==> config.mk <==
export PLATFORM = sky130hd
export DESIGN_NAME = power_emu_csr
export DESIGN_NICKNAME = d
export VERILOG_FILES = /design/src/rtl/power_emu_pkg.sv /design/src/rtl/power_emu_run_ctrl.sv /design/src/rtl/power_emu_csr.sv
export SDC_FILE = /design/constraint.sdc
export NUM_CORES = 1
export LEC_CHECK = 0
export ABC_AREA = 1
export BUFFER_PORTS_ARGS = -buffer_cell sky130_fd_sc_hd__buf_2
export CORE_MARGIN = 1.5
export CORE_UTILIZATION = 30
export DETAILED_ROUTE_END_ITERATION = 12
export PLACE_DENSITY = 0.5
export SETUP_SLACK_MARGIN = 0.15
export SYNTH_ARGS = -nofsm -noshare
export SYNTH_HDL_FRONTEND = slang
export SYNTH_HIERARCHICAL = 1
export SYNTH_SLANG_ARGS = --single-unit
==> constraint.sdc <==
create_clock -name clk -period 7.9 [get_ports clk]
set_input_delay 0.79 -clock clk [delete_from_list [all_inputs] [get_ports clk]]
set_output_delay 0.79 -clock clk [all_outputs]
set_load 0.01 [all_outputs]
==> src/rtl/power_emu_pkg.sv <==
// Shared constants for the power emulator CSR block: register map, CTRL/STATUS
// bit positions and the run-controller state encoding.
package power_emu_pkg;

    localparam int unsigned ADDR_CTRL          = 0;
    localparam int unsigned ADDR_STATUS        = 1;
    localparam int unsigned ADDR_TIMEOUT_LIMIT = 2;
    localparam int unsigned ADDR_CYCLE_COUNT   = 3;
    localparam int unsigned ADDR_RESULT_BASE   = 4;

    localparam int CTRL_START  = 0;
    localparam int CTRL_ABORT  = 1;
    localparam int CTRL_IRQ_EN = 2;

    localparam int STAT_BUSY    = 0;
    localparam int STAT_DONE    = 1;
    localparam int STAT_TIMEOUT = 2;

    typedef enum logic {
        ST_IDLE = 1'b0,
        ST_RUN  = 1'b1
    } run_state_t;

    function automatic logic [31:0] sat_inc(input logic [31:0] v);
        return (v == 32'hFFFF_FFFF) ? v : v + 32'd1;
    endfunction

endpackage

==> src/rtl/power_emu_run_ctrl.sv <==
// Run controller: IDLE/RUN sequencing, saturating cycle counter and timeout.
//   state   | meaning
//   ST_IDLE | waiting for START
//   ST_RUN  | core running; ends on core_done, timeout or ABORT
module power_emu_run_ctrl
    import power_emu_pkg::*;
(
    input  logic        clk,
    input  logic        reset_n,
    input  logic        start,
    input  logic        abort,
    input  logic        core_done,
    input  logic [31:0] timeout_limit,
    output logic        busy,
    output logic        core_start,
    output logic [31:0] cycle_count,
    output logic        done_evt,
    output logic        timeout_evt
);

    run_state_t  state, state_nxt;
    logic [31:0] count_nxt;
    logic        start_nxt;

    always_ff @(posedge clk) begin
        if (!reset_n) begin
            state       <= ST_IDLE;
            cycle_count <= '0;
            core_start  <= 1'b0;
        end else begin
            state       <= state_nxt;
            cycle_count <= count_nxt;
            core_start  <= start_nxt;
        end
    end

    // core_done outranks timeout, which outranks ABORT
    always_comb begin
        state_nxt   = state;
        count_nxt   = cycle_count;
        start_nxt   = 1'b0;
        done_evt    = 1'b0;
        timeout_evt = 1'b0;
        case (state)
            ST_IDLE: begin
                if (start) begin
                    state_nxt = ST_RUN;
                    count_nxt = '0;
                    start_nxt = 1'b1;
                end
            end
            ST_RUN: begin
                count_nxt = sat_inc(cycle_count);
                if (core_done) begin
                    done_evt  = 1'b1;
                    state_nxt = ST_IDLE;
                end else if ((timeout_limit != '0) && (count_nxt >= timeout_limit)) begin
                    timeout_evt = 1'b1;
                    state_nxt   = ST_IDLE;
                end else if (abort) begin
                    state_nxt = ST_IDLE;
                end
            end
            default: state_nxt = ST_IDLE;
        endcase
    end

    assign busy = (state == ST_RUN);

endmodule

==> src/rtl/power_emu_csr.sv <==
// CSR front end for the power emulator core: register decode, sticky flags,
// result snapshots and irq. Optional timeout enabled by POWER_EMU_TIMEOUT_EN.
module power_emu_csr
    import power_emu_pkg::*;
#(
    parameter int N_CH   = 2,
    parameter int RES_W  = 36,
    parameter int ADDR_W = 4
) (
    input  logic                  clk,
    input  logic                  reset_n,
    input  logic                  s_read,
    input  logic                  s_write,
    input  logic [ADDR_W-1:0]     s_addr,
    input  logic [31:0]           s_wdata,
    output logic [31:0]           s_rdata,
    output logic                  core_start,
    input  logic                  core_done,
    input  logic [N_CH*RES_W-1:0] core_result,
    output logic                  irq
);

    logic             wr_ctrl, wr_status;
    logic             irq_en, done_flag, timeout_flag;
    logic             irq_en_nxt, done_nxt, timeout_nxt;
    logic             busy, done_evt, timeout_evt;
    logic [31:0]      cycle_count, timeout_limit, rd_mux;
    logic [RES_W-1:0] snap [N_CH];

    assign wr_ctrl   = s_write && (s_addr == ADDR_W'(ADDR_CTRL));
    assign wr_status = s_write && (s_addr == ADDR_W'(ADDR_STATUS));

`ifdef POWER_EMU_TIMEOUT_EN
    always_ff @(posedge clk) begin
        if (!reset_n)
            timeout_limit <= '0;
        else if (s_write && (s_addr == ADDR_W'(ADDR_TIMEOUT_LIMIT)))
            timeout_limit <= s_wdata;
    end
`else
    // A zero limit disables the timeout path, so STATUS.TIMEOUT stays 0
    assign timeout_limit = '0;
`endif

    power_emu_run_ctrl u_run_ctrl (
        .clk           (clk),
        .reset_n       (reset_n),
        .start         (wr_ctrl && s_wdata[CTRL_START]),
        .abort         (wr_ctrl && s_wdata[CTRL_ABORT]),
        .core_done     (core_done),
        .timeout_limit (timeout_limit),
        .busy          (busy),
        .core_start    (core_start),
        .cycle_count   (cycle_count),
        .done_evt      (done_evt),
        .timeout_evt   (timeout_evt)
    );

    // Set events win over a coincident write-1-to-clear
    always_comb begin
        irq_en_nxt  = wr_ctrl ? s_wdata[CTRL_IRQ_EN] : irq_en;
        done_nxt    = done_evt |
                      (done_flag & ~(wr_status & s_wdata[STAT_DONE]));
        timeout_nxt = timeout_evt |
                      (timeout_flag & ~(wr_status & s_wdata[STAT_TIMEOUT]));
    end

    always_comb begin
        rd_mux = '0;
        if (s_addr == ADDR_W'(ADDR_CTRL))
            rd_mux[CTRL_IRQ_EN] = irq_en;
        if (s_addr == ADDR_W'(ADDR_STATUS))
            rd_mux[2:0] = {timeout_flag, done_flag, busy};
        if (s_addr == ADDR_W'(ADDR_TIMEOUT_LIMIT))
            rd_mux = timeout_limit;
        if (s_addr == ADDR_W'(ADDR_CYCLE_COUNT))
            rd_mux = cycle_count;
        for (int k = 0; k < N_CH; k++) begin
            if (s_addr == ADDR_W'(ADDR_RESULT_BASE + 2 * k))
                rd_mux = snap[k][31:0];
            if (s_addr == ADDR_W'(ADDR_RESULT_BASE + 2 * k + 1))
                rd_mux = 32'(snap[k][RES_W-1:32]);
        end
    end

    always_ff @(posedge clk) begin
        if (!reset_n) begin
            irq_en       <= 1'b0;
            done_flag    <= 1'b0;
            timeout_flag <= 1'b0;
            irq          <= 1'b0;
            s_rdata      <= '0;
            for (int k = 0; k < N_CH; k++)
                snap[k] <= '0;
        end else begin
            irq_en       <= irq_en_nxt;
            done_flag    <= done_nxt;
            timeout_flag <= timeout_nxt;
            irq          <= irq_en_nxt & (done_nxt | timeout_nxt);
            if (s_read)
                s_rdata <= rd_mux;
            if (done_evt)
                for (int k = 0; k < N_CH; k++)
                    snap[k] <= core_result[k*RES_W +: RES_W];
        end
    end

endmodule

==> results of run 1 <==
-- through the flow --
stage	std cells	utilization, %
floorplan	1165	-
global placement	1629	34.1
detailed placement	1629	34.1
CTS	1661	36.3
global route	1661	36.3
finish	1661	36.3
-- state kept, by name, summed over array words and instances, names as in the netlist --
register,cells
u_run_ctrl/core_start,1
irq_en,1
s_rdata,32
timeout_flag,1
u_run_ctrl/busy,1
irq,1
u_run_ctrl/cycle_count,32
snap,72
done_flag,1
-- worst max-delay path: cells and delay by family, from the launching register on --
kind	cells	cell delay (ns)
simple gates	7	1.20
flops	1	0.52
compound gates	1	0.12
buf+inv	1	0.12
fa+ha+maj	1	0.40
-- area by class of cell --
| cell class | instances | area (µm²) | area share (%) |
|---|---|---|---|
| multi-input combinational | 819 | 4180 | 41.5 |
| sequential | 142 | 3560 | 35.3 |
| timing repair buffer | 124 | 638 | 6.33 |
| inverter | 166 | 628 | 6.23 |
| tap | 378 | 473 | 4.69 |
| clock buffer | 18 | 439 | 4.36 |
| clock inverter | 14 | 158 | 1.56 |
-- kinds of logic (layout without fill, tap and decap cells) --
kind of cell | after synthesis | after routing
AO/OA/AOI/OAI | 101 | 101
AND/OR/NAND/NOR | 638 | 638
adder cells (fa/ha/maj) | 33 | 33
flip-flops | 142 | 142
buffers and inverters | 204 | 322
XOR/XNOR | 13 | 13
other | 1 | 34
-- routing by layer --
layer  up-vias  global-route usage, %  share of wire (%)  routed length [µm]
met5         -                      0                  0                   0
met4         0                   4.96                1.7                 372
met3        32                   2.50                3.7                 824
met1      3304                   21.9                 49               10900
met2       151                   25.5                 46               10200
li1       3778                      -                  -                   -
-- path summary, 6_finish.rpt --
path,to,slack (ns),cells after the start,from
worst max register to register,u_run_ctrl/cycle_count[1]$_SDFFE_PN0P_,5.49,10,u_run_ctrl/cycle_count[0]$_SDFFE_PN0P_
worst min register to register,s_rdata[10]$_SDFFE_PN0P_,0.46,2,s_rdata[10]$_SDFFE_PN0P_
worst max-delay path,u_run_ctrl/cycle_count[1]$_SDFFE_PN0P_,5.49,10,u_run_ctrl/cycle_count[0]$_SDFFE_PN0P_
worst min-delay path,s_rdata[10]$_SDFFE_PN0P_,0.46,2,s_rdata[10]$_SDFFE_PN0P_
-- cells in the mapped netlist, drive strengths merged --
cell type and instances:
nand4 15, buf 16, a21o 10, dfxtp 70, nor4 2, clkbuf 22, conb 1, xor2 4
and2 2, edfxtp 72, ha 33, nor3 5, a21oi 78, nor3b 1, nand3 58, xnor2 9
nor2 159, clkinv 2, inv 164, nand2 395, o21ai 12, or2 1, o21a 1
-- power breakdown --
group	internal (mW)	leakage (nW)	total [mW]	switching, mW
combinational	0.0340	3.17	0.101	0.0670
sequential	0.788	1.31	0.794	0.00571
clock	0.480	0.290	0.819	0.339
total	1.30	4.76	1.71	0.412
==> reports/metrics.cfg, run 1 <==
[global_route]
grt_max_degree = 73
grtUsageTotal_pct = 15.9
grt_pass1_vias = 6944
grt-ovfl-total = 0
grt_pass1_wl_um = 36000
antenna_found_initial = 0

[floorplanning]
pin_count = 147
core_um2 = 27800
dieArea_um2 = 29300
die_x_um = 171
rows = 61
die_y_um = 171
start_util_pct = 30.5

[sta]
drv_slew = 0
setup_ws_ns = 5.49
fmax_ghz = 0.415
hold_viol_final = 0
rsz0062_at_grt = false
whs_ns = 0.465
finalSetupTns_ns = 0
setup_viol = 0
fin_crit_sh_pct = 30.5
min_period_ns = 2.41
worst_pin_slew_ns = 0.746
fin_skew_ns = 0.00816
slew_headroom_pct = 50.3

[clock_tree]
cts_hold_buf = 0
worstSkewPairLatency_ns = 0.42
cts_tree = built
cts.repair.resized = 0
clk_pin_slew_ns = 0.06
clockRootBuffer = clkbuf_16
htreeDepth = 4
clk_path_buf_depth = 2
cts_made_buffers = 17
cts_sinks = 142
post_cts_buffers = 0

[final_layout]
post_route_cells_drive_above_1_share_pct = 21.9
syn_to_final_growth_pct = 19.0
fin_nets = 1416
fin_area_um2 = 10100
mostFrequentLayoutCells = 339 x nand2_1, 159 x inv_1, 147 x nor2_1
fill_cells = 2999
antenna_cells = 0
final_common_cell = nand2_1

[power_and_ir_drop]
vdd_ir_drop_max_uv = 127
p_leak_nw = 4.76
finalPower_mw = 1.71
powerDensity_nw_per_um2 = 170

[route]
firstDrtPassIters = 7
drt_iter0_drc = 353
remaining_drc_errors = 0
vias = 7265
wl_per_cell_um = 13.4
viasPerCell = 4.37
wl_um = 22200
ant_nets = 0

[yosys]
synthMuxAreaShare_pct = 0
synth_cell_types = 39
yosysSeqAreaShare_pct = 42.1
synth_area_leader_cell = edfxtp_1
ys_warn_count = 6
synth_simple_gate_area_share_pct = 33.9
synth_top_family_by_area = simple AND/OR/NAND/NOR gates
synth_xor_xnor_area_share_pct = 1.34
netlist_instances = 1132
synth_top_area_share_pct = 25.5
avgSynthCellArea_um2 = 7.48
synth_compound_area_share_pct = 7.71
mappedNetlistArea_um2 = 8470
synth_area_leaders = edfxtp_1 26%, dfxtp_1 17%, nand2_1 15%
synthAdderAreaFrac_pct = 4.87
synth_seq_cells = 142

[worst_setup_path]
worstPathCellList = ha_1 -> inv_2 -> nor2_8 -> nand2_4 -> nor2_4 -> nand2_4 -> nand2_1 -> and2_1 -> nand2_1 -> a21oi_1
crit_required_ns = 8.25
critPathArrivalTime_ns = 2.76
slowest_stage = dfxtp_1
crit_fanout = 31
end_kind = register
startpoint_type = register
cpPeakStageDelay_ns = 0.52
critPathKind = reg -> reg

[worst_hold_path]
hold_path.class = reg -> reg

[status]
outcome = finished clean

[job]
maxCapViolCount = 0

[place]
place_area_um2 = 9490
hpwl_um = 16200
io_buffers = 117
globalplace.congestion = 0.822
post-place-ws_ns = 5.25

Power figures use the tool's default switching activity.
==> run 2: changes to the inputs <==
--- a/config.mk
+++ b/config.mk
@@ -5,12 +5,12 @@
 export SDC_FILE = /design/constraint.sdc
 export NUM_CORES = 1
 export LEC_CHECK = 0
-export ABC_AREA = 1
+export ABC_AREA = 0
 export BUFFER_PORTS_ARGS = -buffer_cell sky130_fd_sc_hd__buf_2
 export CORE_MARGIN = 1.5
 export CORE_UTILIZATION = 30
 export DETAILED_ROUTE_END_ITERATION = 12
-export PLACE_DENSITY = 0.5
+export PLACE_DENSITY = 0.52
 export SETUP_SLACK_MARGIN = 0.15
 export SYNTH_ARGS = -nofsm -noshare
 export SYNTH_HDL_FRONTEND = slang
==> constraint.sdc (replaced) <==
create_clock -name clk -period 2.02 [get_ports clk]
set_input_delay 0.202 -clock clk [delete_from_list [all_inputs] [get_ports clk]]
set_output_delay 0.202 -clock clk [all_outputs]
set_load 0.01 [all_outputs]
==> reports/metrics.cfg, run 2 <==
[floorplanning]
dieArea_um2 = 26300  ; was 29300 µm²
pin_count = 147  ; unchanged
start_util_pct = 30.3  ; was 30.5%
rows = 58  ; was 61
die_x_um = 162  ; was 171 µm
die_y_um = 162  ; was 171 µm
core_um2 = 25000  ; was 27800 µm²

[route]
wl_per_cell_um = 15.8  ; was 13.4 µm
drt_iter0_drc = 622  ; was 353
firstDrtPassIters = 5  ; was 7
ant_nets = 0  ; unchanged
viasPerCell = 4.92  ; was 4.37
wl_um = 21200  ; was 22200 µm
vias = 6601  ; was 7265
remaining_drc_errors = 0  ; unchanged

[global_route]
grt_pass1_wl_um = 33300  ; was 36000 µm
grt_max_degree = 74  ; was 73
grtUsageTotal_pct = 16.2  ; was 15.9%
antenna_found_initial = 0  ; unchanged
grt_pass1_vias = 6261  ; was 6944
grt-ovfl-total = 0  ; unchanged

[place]
place_area_um2 = 9250  ; was 9490 µm²
hpwl_um = 15200  ; was 16200 µm
globalplace.congestion = 0.787  ; was 0.822
io_buffers = 117  ; unchanged
placedCellCount = 1297  ; was 1629
post-place-ws_ns = 0.0668  ; was 5.25 ns

[sta]
rsz0062_at_grt = true  ; was false
min_period_ns = 1.82  ; was 2.41 ns
finalSetupTns_ns = 0  ; unchanged
worst_pin_slew_ns = 0.885  ; was 0.746 ns
fin_skew_ns = 0.00810  ; was 0.00816 ns
hold_viol_final = 0  ; unchanged
slew_headroom_pct = 40.9  ; was 50.3%
fin_crit_sh_pct = 90.3  ; was 30.5%
setup_ws_ns = 0.195  ; was 5.49 ns
fmax_ghz = 0.548  ; was 0.415 GHz
setup_viol = 0  ; unchanged
drv_slew = 0  ; unchanged

[yosys]
mappedNetlistArea_um2 = 7600  ; was 8470 µm²
async_flop_share_pct = 0  ; unchanged
ys_warn_count = 6  ; unchanged
synth_area_leaders = edfxtp_1 28%, dfxtp_1 18%, and3_1 6.3%  ; was edfxtp_1 26%, dfxtp_1 17%, nand2_1 15%
synth_seq_cells = 142  ; unchanged
ys_top_cells_by_count = 77 x and3_1, 72 x edfxtp_1, 70 x dfxtp_1  ; was 341 x nand2_1, 159 x inv_1, 148 x nor2_1
netlist_instances = 766  ; was 1132
synth-main-ff-cell = edfxtp_1  ; unchanged
avgSynthCellArea_um2 = 9.92  ; was 7.48 µm²
synth_edf_count = 72  ; unchanged
yosysMostFrequentCell = and3_1  ; was nand2_1
synth_area_leader_cell = edfxtp_1  ; unchanged
synth_cell_types = 66  ; was 39
yosysSeqAreaShare_pct = 46.9  ; was 42.1%
synth_top_area_share_pct = 28.5  ; was 25.5%

[worst_setup_path]
path_delay_family = simple AND/OR/NAND/NOR gates  ; unchanged
crit_required_ns = 2.33  ; was 8.25 ns
crit_fanout = 6  ; was 31
worstPathCellList = nand4_1 -> nor4_4 -> buf_4 -> nor2_2 -> and3_4 -> xor2_1 -> a22o_1  ; was ha_1 -> inv_2 -> nor2_8 -> nand2_4 -> nor2_4 -> nand2_4 -> nand2_1 -> and2_1 -> nand2_1 -> a21oi_1
end_kind = register  ; unchanged
critPathKind = reg -> reg  ; unchanged
critPathArrivalTime_ns = 2.13  ; was 2.76 ns
cpPeakStageDelay_ns = 0.38  ; was 0.52 ns
startpoint_type = register  ; unchanged
cp_num_buf_inv = 1  ; unchanged
slowest_stage = dfxtp_4  ; was dfxtp_1

[final_layout]
syn_to_final_growth_pct = 32.3  ; was 19.0%
fin_area_um2 = 10000  ; was 10100 µm²
largest_reg_flops = 72  ; unchanged
final_common_cell = buf_2  ; was nand2_1
largestRegisters = snap x72, s_rdata x32, u_run_ctrl/cycle_count x32  ; unchanged
stdcell_count = 1343  ; was 1661
antenna_cells = 0  ; unchanged
post_route_cells_drive_above_1_share_pct = 28.9  ; was 21.9%
fin_nets = 1146  ; was 1416
mostFrequentLayoutCells = 117 x buf_2, 85 x buf_4, 75 x and3_1  ; was 339 x nand2_1, 159 x inv_1, 147 x nor2_1
top_register = snap  ; unchanged

[status]
outcome = finished clean  ; unchanged

[clock_tree]
clk_path_buf_depth = 2  ; unchanged
cts_made_buffers = 17  ; unchanged
cts_hold_buf = 0  ; unchanged
clk_pin_slew_ns = 0.06  ; about the same
worstSkewPairLatency_ns = 0.42  ; about the same
cts_sinks = 142  ; unchanged
clockRootBuffer = clkbuf_16  ; unchanged
htreeDepth = 4  ; unchanged
cts_tree = built  ; unchanged

[job]
maxCapViolCount = 0  ; unchanged

[worst_hold_path]
hold_path.class = in -> reg  ; was reg -> reg

[power_and_ir_drop]
powerDensity_nw_per_um2 = 646  ; was 170 nW/µm²
finalPower_mw = 6.49  ; was 1.71 mW
p_leak_nw = 4.50  ; was 4.76 nW
vdd_ir_drop_max_uv = 402  ; was 127 µV

## run 2: per-stage QoR
stage / utilization [%] / hold WS (ns)
after global placement: 37.0 / 0.456
after detailed placement: 37.0 / 0.459
after CTS: 39.6 / 0.0760
after global routing: 40.1 / 0.0830
after floorplan: - / 0.393
final: 40.1 / 0.0992
## run 2: cells by family after synthesis
| family | count (synthesis) | synth area share (%) |
|---|---|---|
| buf+inv | 99 | 5.35 |
| mux | 3 | 0.560 |
| compound gates | 180 | 17.0 |
| flops | 142 | 46.9 |
| simple gates | 277 | 21.1 |
| fa+ha+maj | 33 | 5.43 |
| xor+xnor | 31 | 3.57 |
| other cells | 1 | 0.0494 |
## run 2: layout make-up
cell class	count	area (µm²)
fillers	2471	15000
multi-input cells	588	4020
flip-flops and latches	142	3590
repair buffers	208	1330
clock buffers	18	429
well taps	330	413
inverters	43	161
clock inverters	14	118
## run 2: worst paths after layout
| path | cells past startpoint | end | start | slack (ns) |
|---|---|---|---|---|
| max | 7 | u_run_ctrl/cycle_count[18]$_SDFFE_PN0P_ | u_run_ctrl/cycle_count[21]$_SDFFE_PN0P_ | 0.20 |
| min | 2 | snap[0][44]$_SDFFCE_PN0P_ | core_result[44] | 0.1 |
| max reg2reg | 7 | u_run_ctrl/cycle_count[18]$_SDFFE_PN0P_ | u_run_ctrl/cycle_count[21]$_SDFFE_PN0P_ | 0.20 |
| min reg2reg | 2 | s_rdata[2]$_SDFFE_PN0P_ | s_rdata[2]$_SDFFE_PN0P_ | 0.47 |
## run 2: where the power goes
part           total [mW]  leakage [nW]  internal (mW)  switching [mW]
registers            3.11          1.32           3.08          0.0244
logic               0.448          2.93          0.176           0.272
clock network        2.93         0.258           1.69            1.25
total                6.49          4.50           4.95            1.54
## run 2: timing repair
action	in CTS	in global routing
setup buffers	9	5
gates cloned	0	0
resized for setup	12	33
pin swaps	8	23
endpoints found under the setup margin	17	27
## run 2: layer usage
layer  track usage, %  wire (µm)  share of wire (%)  vias to the layer above
li1                 -          -                  -                     3288
met1             22.1       9880                 47                     3120
met2             27.1      10200                 48                      185
met3             2.81       1020                4.8                        8
met4             3.17         86               0.41                        0
met5                0          0                  0                        -
## run 2: worst register-to-register path, stage by stage, from the launching register on
cell and delay [ns]:
dfxtp_4 0.38, nand4_1 0.17, nor4_4 0.36, buf_4 0.21, nor2_2 0.06, and3_4 0.18, xor2_1 0.16, a22o_1 0.21
==> run 3: changes to the inputs <==
--- a/config.mk
+++ b/config.mk
@@ -9,6 +9,7 @@
 export BUFFER_PORTS_ARGS = -buffer_cell sky130_fd_sc_hd__buf_2
 export CORE_MARGIN = 1.5
 export CORE_UTILIZATION = 30
+export CTS_BUF_LIST = sky130_fd_sc_hd__clkbuf_4
 export DETAILED_ROUTE_END_ITERATION = 12
 export PLACE_DENSITY = 0.52
 export SETUP_SLACK_MARGIN = 0.15
==> reports/metrics.cfg, run 3 (synthesis results as in run 2) <==
[final_layout]
post_route_cells_drive_above_1_share_pct = 26.7  ; was 28.9%
largestRegisters = snap x72, s_rdata x32, u_run_ctrl/cycle_count x32  ; unchanged
utilization_pct = 42.0  ; was 40.1%
mostFrequentLayoutCells = 117 x buf_2, 84 x buf_4, 75 x and3_1, 75 x dlygate4sd3_1, 72 x edfxtp_1  ; was 117 x buf_2, 85 x buf_4, 75 x and3_1
fin_nets = 1222  ; was 1146
syn_to_final_growth_pct = 38.3  ; was 32.3%
largest_reg_flops = 72  ; unchanged
fill_cells = 2431  ; was 2471
top_register = snap  ; unchanged
final_common_cell = buf_2  ; unchanged

[route]
remaining_drc_errors = 0  ; unchanged
wl_per_cell_um = 15.5  ; was 15.8 µm
ant_nets = 0  ; unchanged
vias = 6866  ; was 6601
wl_um = 22000  ; was 21200 µm
firstDrtPassIters = 5  ; unchanged
drt_iter0_drc = 545  ; was 622
viasPerCell = 4.84  ; was 4.92

[sta]
finalSetupTns_ns = 0  ; unchanged
rsz0062_at_grt = true  ; unchanged
hold_viol_final = 0  ; unchanged
fin_crit_sh_pct = 92.4  ; was 90.3%
fin_skew_ns = 0.0226  ; was 0.00810 ns
setup_viol = 0  ; unchanged
worst_pin_slew_ns = 0.909  ; was 0.885 ns
drv_slew = 0  ; unchanged
slew_headroom_pct = 39.3  ; was 40.9%
whs_ns = 0.0388  ; was 0.0992 ns
min_period_ns = 1.87  ; was 1.82 ns
fmax_ghz = 0.536  ; was 0.548 GHz

[clock_tree]
cts_tree = built  ; unchanged
clk_pin_slew_ns = 0.13  ; was 0.06 ns
cts_sinks = 142  ; unchanged
htreeDepth = 4  ; unchanged
cts_made_buffers = 17  ; unchanged
clockRootBuffer = clkbuf_4  ; was clkbuf_16
clk_path_buf_depth = 2  ; unchanged
worstSkewPairLatency_ns = 0.55  ; was 0.42 ns

[global_route]
grt_pass1_vias = 6645  ; was 6261
grt-ovfl-total = 0  ; unchanged
antenna_found_initial = 1  ; was 0
grt_pass1_wl_um = 34400  ; was 33300 µm
grt_max_degree = 74  ; unchanged
grtUsageTotal_pct = 16.7  ; was 16.2%

[place]
io_buffers = 117  ; unchanged
globalplace.congestion = 0.787  ; unchanged
hpwl_um = 15200  ; unchanged

[worst_setup_path]
crit_required_ns = 2.48  ; was 2.33 ns
worstPathCellList = nand4_1 -> nor4_4 -> buf_4 -> nor2_2 -> and3_4 -> xor2_1 -> a22o_1  ; unchanged
end_kind = register  ; unchanged
critPathArrivalTime_ns = 2.32  ; was 2.13 ns
r2r-end = u_run_ctrl/cycle_count[18]$_SDFFE_PN0P_  ; unchanged
worst-r2r-cell-count = 7  ; unchanged
startpoint_type = register  ; unchanged
r2r-start = u_run_ctrl/cycle_count[21]$_SDFFE_PN0P_  ; unchanged
slowest_stage = dfxtp_4  ; unchanged
cpPeakStageDelay_ns = 0.40  ; was 0.38 ns
ff2ff_setup_slack_ns = 0.15  ; was 0.20 ns
critPathKind = reg -> reg  ; unchanged
crit_fanout = 6  ; unchanged

[floorplanning]
die_x_um = 162  ; unchanged
pin_count = 147  ; unchanged
rows = 58  ; unchanged
start_util_pct = 30.3  ; unchanged
die_y_um = 162  ; unchanged
dieArea_um2 = 26300  ; unchanged
core_um2 = 25000  ; unchanged

[worst_hold_path]
hold_path.class = in -> reg  ; unchanged
min_to = u_run_ctrl/cycle_count[1]$_SDFFE_PN0P_  ; was snap[0][44]$_SDFFCE_PN0P_
min_from = reset_n  ; was core_result[44]
whs_path_depth = 3  ; was 2

[power_and_ir_drop]
powerDensity_nw_per_um2 = 514  ; was 646 nW/µm²
vdd_ir_drop_max_uv = 295  ; was 402 µV
p_leak_nw = 4.68  ; was 4.50 nW
finalPower_mw = 5.40  ; was 6.49 mW

[status]
outcome = finished clean  ; unchanged

[job]
maxCapViolCount = 0  ; unchanged

[run 3: changes by cell type in the layout (fill, tap and decap cells not counted), moves of 2 or more]
cell,change
clkbuf_16,-17
clkbuf_4,+18
dfxtp_2,-3
dfxtp_1,+2
o21ai_1,+2
dlygate4sd3_1,+75
buf_6,+2
[run 3: worst max path at each step]
stage	to	start	slack [ns]	cells past startpoint
global route	u_run_ctrl/cycle_count[7]$_SDFFE_PN0P_	u_run_ctrl/cycle_count[21]$_SDFFE_PN0P_	0.06	8
global placement	u_run_ctrl/cycle_count[3]$_SDFFE_PN0P_	u_run_ctrl/cycle_count[1]$_SDFFE_PN0P_	0.10	8
CTS	u_run_ctrl/cycle_count[30]$_SDFFE_PN0P_	u_run_ctrl/cycle_count[0]$_SDFFE_PN0P_	0.14	7
detailed placement	u_run_ctrl/cycle_count[3]$_SDFFE_PN0P_	u_run_ctrl/cycle_count[1]$_SDFFE_PN0P_	0.07	8
floorplan	u_run_ctrl/cycle_count[26]$_SDFFE_PN0P_	u_run_ctrl/cycle_count[1]$_SDFFE_PN0P_	0.10	7
finish	u_run_ctrl/cycle_count[18]$_SDFFE_PN0P_	u_run_ctrl/cycle_count[21]$_SDFFE_PN0P_	0.15	7
[run 3: report_power, final]
group | switching [mW] | internal [mW] | total [mW]
Combinational | 0.295 | 0.270 | 0.565
Clock | 1.11 | 0.619 | 1.73
Sequential | 0.0243 | 3.08 | 3.10
Total | 1.43 | 3.97 | 5.40
[run 3: through the flow]
step | cell area, µm² | instances | setup WS [ns]
after floorplan | 7860 | 829 | 0.104
after global placement | 9250 | 1297 | 0.103
after detailed placement | 9250 | 1297 | 0.0668
after CTS | 10400 | 1412 | 0.137
after global routing | 10500 | 1420 | 0.0625
final | 10500 | 1420 | 0.153
[run 3: metal layers]
layer	part of all wire [%]	GRT usage [%]
met1	46	21.9
met2	49	28.4
met3	3.8	3.06
met4	1.2	3.92
met5	0	0
[run 3: final cells by class]
cell class	count	area, µm²	area share (%)
repair buffers	284	2090	19.9
flip-flops and latches	142	3590	34.1
well taps	330	413	3.93
inverters	43	161	1.54
clock buffers	18	135	1.29
diodes	1	2.50	0.0238
clock inverters	14	118	1.12
multi-input cells	588	4000	38.1
[run 3: timing repair]
item	CTS	global route
resized for setup	15	29
endpoints found under the setup margin	17	29
endpoints found under the hold margin	75	0
pin swaps	7	24
setup buffers	8	7
hold buffers	75	0
[run 3: critical path, delay by kind of cell, from the launching register on]
kind            cells  cell delay [ns]
flops               1             0.40
buf+inv             1             0.21
compound gates      1             0.21
xor+xnor            1             0.16
simple gates        4             0.79
